==> config.mk <==
export PLATFORM = sky130hd
export DESIGN_NAME = fifo_wr_arbiter_flat
export DESIGN_NICKNAME = d
export VERILOG_FILES = /design/src/rtl/fifo_wr_arbiter_if.sv /design/src/rtl/fifo_wr_arbiter.sv /design/src/flat_wrapper.sv
export SDC_FILE = /design/constraint.sdc
export NUM_CORES = 1
export LEC_CHECK = 0
export ABC_CLOCK_PERIOD_IN_PS = 2700
export CAP_MARGIN = 5
export CORE_ASPECT_RATIO = 0.6
export CORE_UTILIZATION = 25
export DETAILED_ROUTE_END_ITERATION = 6
export DONT_BUFFER_PORTS = 1
export REMOVE_ABC_BUFFERS = 1
export SYNTH_ARGS = -nofsm -noshare
export SYNTH_HDL_FRONTEND = slang
export SYNTH_SLANG_ARGS = --single-unit
==> constraint.sdc <==
create_clock -name clk -period 2.7 [get_ports clk]
set_clock_uncertainty 0.2 [all_clocks]
set_input_delay 0.54 -clock clk [delete_from_list [all_inputs] [get_ports clk]]
set_output_delay 0.54 -clock clk [all_outputs]
set_load 0.1 [all_outputs]
==> src/rtl/fifo_wr_arbiter_if.sv <==
// Producer handshake and FIFO write-port bundle
// shared by the write arbiter and its environment.
interface fifo_wr_arbiter_if #(
  parameter int NUM_REQ    = 4,
  parameter int DATA_WIDTH = 32
);
  logic [NUM_REQ-1:0]            req_valid;
  logic [NUM_REQ*DATA_WIDTH-1:0] req_data;
  logic [NUM_REQ-1:0]            req_ready;
  logic                          fifo_cs;
  logic                          fifo_wr_en;
  logic [DATA_WIDTH-1:0]         fifo_data_in;
  logic                          fifo_full;

  modport master (
    output req_valid, req_data, fifo_full,
    input  req_ready, fifo_cs, fifo_wr_en,
    input  fifo_data_in
  );

  modport slave (
    input  req_valid, req_data, fifo_full,
    output req_ready, fifo_cs, fifo_wr_en,
    output fifo_data_in
  );
endinterface

==> src/rtl/fifo_wr_arbiter.sv <==
// Round-robin write arbiter sharing one FIFO write
// port, with optional burst locking of the grant.
module fifo_wr_arbiter #(
  parameter int NUM_REQ    = 4,
  parameter int DATA_WIDTH = 32,
  parameter int MAX_BURST  = 4,
  parameter int CNT_WIDTH  = 16,
  localparam int IDW = (NUM_REQ > 1) ?
                       $clog2(NUM_REQ) : 1
) (
  input  logic                 clk,
  input  logic                 rst_n,
  input  logic                 en,
  fifo_wr_arbiter_if.slave     bus,
  output logic [IDW-1:0]       grant_id,
  output logic                 locked,
  output logic [CNT_WIDTH-1:0] wr_count
);

  localparam int BW = $clog2(MAX_BURST + 1);

  typedef enum logic {IDLE, LOCK} state_t;

  state_t                state, state_d;
  logic [IDW-1:0]        rr_ptr, rr_d;
  logic [IDW-1:0]        owner, owner_d;
  logic [IDW-1:0]        win, gnt;
  logic [BW-1:0]         beat_cnt, cnt_d;
  logic                  out_valid;
  logic [DATA_WIDTH-1:0] data_q;
  logic                  win_ok, gnt_ok;
  logic                  stage_free;
  logic                  accept, wr;

  function automatic logic [IDW-1:0] nxt(
    input logic [IDW-1:0] x
  );
    return (x == IDW'(NUM_REQ - 1)) ?
           '0 : x + 1'b1;
  endfunction

  always_comb begin : scan
    int j;
    j      = 0;
    win    = rr_ptr;
    win_ok = 1'b0;
    for (int k = 0; k < NUM_REQ; k++) begin
      j = int'(rr_ptr) + k;
      if (j >= NUM_REQ) j = j - NUM_REQ;
      if (!win_ok && bus.req_valid[j]) begin
        win    = IDW'(j);
        win_ok = 1'b1;
      end
    end
  end

  assign gnt = (state == LOCK) ? owner : win;
  assign gnt_ok = (state == LOCK) ?
                  bus.req_valid[owner] : win_ok;
  assign stage_free = !out_valid || !bus.fifo_full;
  assign accept = rst_n && en && stage_free && gnt_ok;
  assign wr = out_valid && !bus.fifo_full;

  assign bus.req_ready = accept ?
                         (NUM_REQ'(1) << gnt) : '0;
  assign bus.fifo_cs      = out_valid;
  assign bus.fifo_wr_en   = out_valid;
  assign bus.fifo_data_in = data_q;
  assign locked           = (state == LOCK);

  always_comb begin
    state_d = state;
    rr_d    = rr_ptr;
    owner_d = owner;
    cnt_d   = beat_cnt;
    unique case (state)
      IDLE: begin
        if (accept) begin
          if (MAX_BURST > 1) begin
            state_d = LOCK;
            owner_d = win;
            cnt_d   = BW'(1);
          end else begin
            rr_d = nxt(win);
          end
        end
      end
      LOCK: begin
        // a vanished owner ends the burst without a beat
        if (!bus.req_valid[owner]) begin
          state_d = IDLE;
          rr_d    = nxt(owner);
        end else if (accept) begin
          cnt_d = beat_cnt + 1'b1;
          if (cnt_d == BW'(MAX_BURST)) begin
            state_d = IDLE;
            rr_d    = nxt(owner);
          end
        end
      end
    endcase
  end

  always_ff @(posedge clk or negedge rst_n) begin
    if (!rst_n) begin
      state    <= IDLE;
      rr_ptr   <= '0;
      owner    <= '0;
      beat_cnt <= '0;
    end else begin
      state    <= state_d;
      rr_ptr   <= rr_d;
      owner    <= owner_d;
      beat_cnt <= cnt_d;
    end
  end

  always_ff @(posedge clk or negedge rst_n) begin
    if (!rst_n) begin
      out_valid <= 1'b0;
      data_q    <= '0;
      grant_id  <= '0;
      wr_count  <= '0;
    end else begin
      if (accept) begin
        out_valid <= 1'b1;
        data_q    <= bus.req_data[
          int'(gnt)*DATA_WIDTH +: DATA_WIDTH];
        grant_id  <= gnt;
      end else if (wr) begin
        out_valid <= 1'b0;
      end
      if (wr) wr_count <= wr_count + 1'b1;
    end
  end

endmodule

==> src/flat_wrapper.sv <==
// flat-port wrapper written by rule: the top's interface ports become plain ports
module fifo_wr_arbiter_flat 
#(
  parameter int NUM_REQ    = 4,
  parameter int DATA_WIDTH = 32,
  parameter int MAX_BURST  = 4,
  parameter int CNT_WIDTH  = 16,
  localparam int IDW = (NUM_REQ > 1) ?
                       $clog2(NUM_REQ) : 1
)
  (clk, rst_n, en, grant_id, locked, wr_count, bus_req_valid, bus_req_data, bus_fifo_full, bus_req_ready, bus_fifo_cs, bus_fifo_wr_en, bus_fifo_data_in);
  fifo_wr_arbiter_if #(.NUM_REQ(NUM_REQ), .DATA_WIDTH(DATA_WIDTH)) bus_i ();
  input  logic clk;
  input  logic rst_n;
  input  logic en;
  output logic [IDW-1:0] grant_id;
  output logic locked;
  output logic [CNT_WIDTH-1:0] wr_count;
  input wire logic [$bits(bus_i.req_valid)-1:0] bus_req_valid;
  input wire logic [$bits(bus_i.req_data)-1:0] bus_req_data;
  input wire logic [$bits(bus_i.fifo_full)-1:0] bus_fifo_full;
  output wire logic [$bits(bus_i.req_ready)-1:0] bus_req_ready;
  output wire logic [$bits(bus_i.fifo_cs)-1:0] bus_fifo_cs;
  output wire logic [$bits(bus_i.fifo_wr_en)-1:0] bus_fifo_wr_en;
  output wire logic [$bits(bus_i.fifo_data_in)-1:0] bus_fifo_data_in;
  assign bus_i.req_valid = bus_req_valid;
  assign bus_i.req_data = bus_req_data;
  assign bus_i.fifo_full = bus_fifo_full;
  assign bus_req_ready = bus_i.req_ready;
  assign bus_fifo_cs = bus_i.fifo_cs;
  assign bus_fifo_wr_en = bus_i.fifo_wr_en;
  assign bus_fifo_data_in = bus_i.fifo_data_in;
  fifo_wr_arbiter #(.NUM_REQ(NUM_REQ), .DATA_WIDTH(DATA_WIDTH), .MAX_BURST(MAX_BURST), .CNT_WIDTH(CNT_WIDTH)) u_core (.clk(clk), .rst_n(rst_n), .en(en), .bus(bus_i), .grant_id(grant_id), .locked(locked), .wr_count(wr_count));
endmodule
; After elaboration in Yosys (flattened, before gate mapping)
; Cells that the tools add are included.
[word_totals]
ff_bits = 59
input_bits = 136
wordCells = 99
[classes]
addsub = 10
order_cmp = 9
n_eq_ne = 7
n_shift = 2
muxes = 45
n_bitwise = 1
n_reduce_logical = 17
[ops]
columns = operator, n
row1 = 32-bit by 4-bit less-than comparator with 1-bit output (second input constant), 4
row2 = 32-bit two-way mux, 4
row3 = 128-bit by 8-bit variable part select with 32-bit output, 1
row4 = 32-bit by 4-bit >= comparator with 1-bit output (second input constant), 3
row5 = 32-bit by 4-bit subtractor with 32-bit output (second input constant), 3
row6 = 1-bit two-way mux, 20
row7 = 2-bit two-way mux, 10
row8 = 16-bit by 1-bit adder with 16-bit output (second input constant), 1
row9 = 1-bit binary-select mux with 2-bit select, 5
row10 = 3-bit two-way mux, 3
row11 = 1-bit logical AND, 7
row12 = 2-bit by 2-bit adder with 3-bit output (second input constant), 2
row13 = 3-bit inequality test (second input constant), 2
row14 = 3-bit one-hot mux with 2 select lines, 1
row15 = 3-bit AND reduction, 2
row16 = 1-bit logical NOT, 5
row17 = 4-bit two-way mux, 1
row18 = 2-bit inequality test (second input constant), 2
row19 = 1-bit by 2-bit << shifter with 4-bit output (first input constant), 1
row20 = 2-bit by 3-bit subtractor with 4-bit output (second input constant), 1
row21 = 2-bit by 1-bit adder with 3-bit output (second input constant), 1
row22 = 3-bit by 1-bit adder with 3-bit output (second input constant), 1
row23 = 3-bit equality test (second input constant), 1
row24 = 2-bit by 3-bit >= comparator with 1-bit output (second input constant), 1
row25 = other kinds (9), 9

; Logic depth before layout (Yosys ltp)
[depth]
word_depth = 20
ltp_mapped = 9
depth_no_buf = 7

; Least setup slack after synthesis
; OpenSTA, ideal clock, no wires.
[synth_path]
path_kind = register to output
startpoint = reg u_core.state, in the netlist u_core.locked
endpoint = out bus_req_ready[2]
t_arrival_ns = 4.122
t_required_ns = 1.960
slack_ns = -2.162
path_stages_with_launch = 7
path_buffers = 3
cell_sequence = dfrtp_1 > clkbuf_8 > inv_1 > a211oi_2 > buf_6 > buf_2 > nor3b_1
[synth_between]
elab_chain_cells = 3
[synth_lines]
columns = item, line_no
row1 = from (decl), fifo_wr_arbiter.sv:24  ; state_t state, state_d;
row2 = from (signal assigned), fifo_wr_arbiter.sv:111  ; state <= state_d;
row3 = 2-bit two-way mux / 1-bit two-way mux (equally long branches), "fifo_wr_arbiter.sv:57, fifo_wr_arbiter.sv:58"
row4 = 1-bit by 2-bit << shifter with 4-bit output / 1-bit logical AND (equally long branches), "fifo_wr_arbiter.sv:65, fifo_wr_arbiter.sv:61"
row5 = 4-bit two-way mux *, fifo_wr_arbiter.sv:64  ; assign bus.req_ready = accept ?
row6 = to (decl), flat_wrapper.sv:22  ; output wire logic [$bits(bus_i.req_ready)-1:0] bus_req_ready;
; Every way passes the cells marked *; elsewhere a longest branch is shown, timed or not.

; Final worst setup path
[layout_path]
startpoint = reg u_core.rr_ptr[1]
endpoint = out bus_req_ready[2]
[layout_between]
elab_chain_cells = 18
[layout_lines]
columns = item, line_no
row1 = from (decl), fifo_wr_arbiter.sv:25  ; logic [IDW-1:0] rr_ptr, rr_d;
row2 = from (signal assigned), fifo_wr_arbiter.sv:112  ; rr_ptr <= rr_d;
row3 = "parallel branches: the longest is 17 deep, another holds 32-bit by 4-bit subtractor with 32-bit output", n/a
row4 = 4-bit two-way mux *, fifo_wr_arbiter.sv:64
; Mark *: on every way between the ends. The select of a mux whose other input is x is not followed.

==> metrics.md <==
| Metric | Value |
|---|---|
| Outcome | `complete, but fails checks` |
| Failing checks | `setup timing` |
| DIE HEIGHT | `~98 um` |
| R2r setup slk | `around 0.23 ns` |
| Vias in the first global route | `approximately 3200` |
| Top cell type's share of synthesized area | `38.35%` |
| Worst r2r src | `u_core.rr_ptr[1]` |
| # fillers | `approximately 1500` |
| Post-layout min period | `about 2.8 ns` |
| Most instantiated cells after synthesis | `59 x dfrtp_1, 51 x a211oi_2, 44 x nor2_1` |
| Rows | `34` |
| Total Wirelength | `around 11 mm` |
| Worst EP arrival | `2.02 ns` |
| Initial antenna violation count | `1` |
| Min-Delay Path Depth | `1` |
| Top cells by area, synth | `dfrtp_1 38%, a211oi_2 17%, mux2i_1 8.3%` |
| Reg area | `about 0.0015 mm^2` |
| Unrepaired setup endpoints after global routing | `true` |
| Number of flops mapped to enable cells by yosys | `0` |
| Final Slew Violations | `0` |
| Count leader, synth | `dfrtp_1` |
| Root buffer cell | `clkbuf_16` |
| Mean Syn Cell Area | `11.00 um^2` |
| # diodes | `0` |
| CP required | `slightly below 2 ns` |
| HP Start | `bus_fifo_full` |
| Area grow syn2layout | `29.18%` |
| Top Ports | `about 190` |
| H-Tree Depth | `3` |
| Seq/Total Area, Yosys | `around two fifths` |
| CP Class | `flip-flop to output pin` |
| GPL Wtd Cong | `0.8524` |
| Final Power | `around 7800 uW` |
| First DRT Iteration DRCs | `approximately 120` |
| Largest net degree at the start of global routing | `60` |
| Synthesized area | `0.003850 mm^2` |
| Tot GR Track Use | `between 10% and 20%` |
| Maximum VDD drop | `between 0.9 and 1 mV` |
| Place WS | `0.1228 ns` |
| Max clock buf depth | `2` |
| Multi-input gate area | `about 0.0022 mm^2` |
| Drt via density | `4.897` |
| Top achievable clock speed | `about 360 MHz` |
| DRC Markers | `0` |
| Hold Path End | `u_core.bus.fifo_cs` |
| Port buffer count | `0` |
| Cell area power density | `about 1600 mW/mm^2` |
| Die area | `0.01592 mm^2` |
| Reg clk slew, reported paths | `about 0.06 ns` |
| Share of layout cells above drive strength 1 | `around two fifths` |
| Syn Inst Count | `350` |
| Cells after DPL | `588` |
| Reg2Reg Capture Point | `u_core.bus.fifo_data_in[27]` |
| Netlist cell types | `50` |
| Starting density of the core | `a little over a quarter` |
| Worst R2R Path Depth | `10` |
| CTS sink count | `59` |
| WL/cell | `approximately 19 um` |
| Via count | `around 3000` |
| Final ANT Viol Nets | `0` |
| Grt total ovfl | `0` |
| Share of the cycle needed by the critical path after routing | `102.2%` |
| Relative slew slack | `39.24%` |
| Final HPWL from detailed placement | `a little over 8 mm` |
| Non-Filler Instances | `619` |
| First-pass DRT Iterations | `5` |
| Synth Flop Type | `dfrtp_1` |
| WHS | `around 0.14 ns` |
| Setup violators final | `2` |
| Dpl cell area | `about 0.0045 mm^2` |
| Synth async-reset ratio | `between 90% and 100%` |
| First-pass GRT wire length | `around 18 mm` |
| CTS tree | `built` |
| Core Area | `0.01476 mm^2` |
| Final design instance area without fill | `slightly below 0.005 mm^2` |
| Flops & latches, synth | `59` |
| Clock buffers created by TritonCTS | `9` |
| Crit end category | `output pin` |
| Final worst slack | `-0.05812 ns` |
| Final Hold Fails | `0` |
| Static leakage | `about 0.0022 uW` |
| CP Max Fanout | `6` |
| Setup crit start kind | `flip-flop` |
| Worst-Skew Late Latency | `roughly 0.33 ns` |
| MaxCap Viol Count | `0` |
| Yosys top cell by area | `dfrtp_1` |
| Hold Path Class | `input port to flip-flop` |
| Die width | `162.2 um` |
| Measured slew at the worst slew-check pin | `just over 0.9 ns` |
| Final #Nets | `556` |
| Yosys warning count | `0` |
[per-layer routing]
metal	track usage (%)	wire (um)	vias up
li1	-	-	1424
met1	18.23	5204	1466
met2	23.77	5386	128
met3	5.055	793	11
met4	3.411	99	2
met5	0	13	-
[how the worst max path moves through the flow]
| stage | start | to | slack (ns) | depth (start not counted) |
|---|---|---|---|---|
| 4_1_cts | u_core.rr_ptr[1] | bus_req_ready[2] | -0.02 | 7 |
| 3_5_place_dp | bus_req_valid[1] | u_core.bus.fifo_data_in[14] | 0.12 | 7 |
| 5_1_grt | u_core.rr_ptr[1] | bus_req_ready[2] | -0.10 | 7 |
| 3_3_place_gp | bus_req_valid[0] | bus_req_ready[0] | 0.20 | 6 |
| 6_report | u_core.rr_ptr[1] | bus_req_ready[2] | -0.06 | 7 |
| 2_1_floorplan | u_core.bus.fifo_cs | bus_req_ready[2] | -3.34 | 4 |
[cell type report]
cell class,count,area share (%)
clock inverters,7,2.013
multi-input cells,256,43.57
inverters,8,0.6038
clock buffers,9,4.528
repair buffers,82,14.52
flip-flops and latches,59,29.79
well taps,198,4.981
[power breakdown]
group	internal [uW]	switching (uW)	leakage (uW)
Combinational	1380	3550	0.00131
Clock	815	448	0.000160
Sequential	1230	402	0.000685
[logic make-up after synthesis]
kind of cell | share of synthesized area, %
flip-flops | 38.35
buffers and inverters | 6.760
XOR/XNOR | 3.413
AO/OA/AOI/OAI | 23.20
AND/OR/NAND/NOR | 17.48
adder cells (fa/ha/maj) | 1.300
multiplexers | 9.490
[flip-flops by register name, indices dropped and copies added, names as in the netlist]
signal / count
u_core.locked: 1
u_core.rr_ptr: 2
u_core.owner: 2
u_core.bus.fifo_data_in: 32
u_core.bus.fifo_cs: 1
u_core.grant_id: 2
u_core.beat_cnt: 3
u_core.wr_count: 16
[critical path: stages (launching register included)]
cell and delay, ns:
dfrtp_2 0.45, and3b_1 0.19, nor4_2 0.18, buf_4 0.19, o31ai_4 0.08, buf_6 0.14, nor3b_4 0.21, clkbuf_16 0.24
[through the flow]
stage	TNS (ns)	utilization [%]
after global placement	0	30.31
final	-0.07323	33.69
after floorplan	-106.10	-
after detailed placement	0	30.31
after global routing	-0.3323	33.69
after CTS	-0.01838	33.23
[cell usage in the layout (no fill, tap or decap), types with 4 or more instances in the layout]
cell type / count
buf_4: 73
dfrtp_1: 55
a211oi_2: 50
nor2_1: 43
mux2i_1: 32
and3_1: 30
a211oi_1: 14
nand2_1: 12
clkbuf_16: 10
xnor2_1: 9
inv_1: 8
nand3_1: 6
xor2_1: 6
buf_12: 5
ha_1: 4
dfrtp_2: 4
[what timing repair did]
| item | CTS | global route |
|---|---|---|
| setup buffers | 8 | 5 |
| gates resized for setup | 3 | 7 |
| setup endpoints to repair | 4 | 4 |
| pin swaps | 6 | 4 |
| hold buffers | 2 | 0 |
| cloned | 0 | 0 |
| hold endpoints to repair | 59 | 0 |
(Power assumes the default switching activity.)
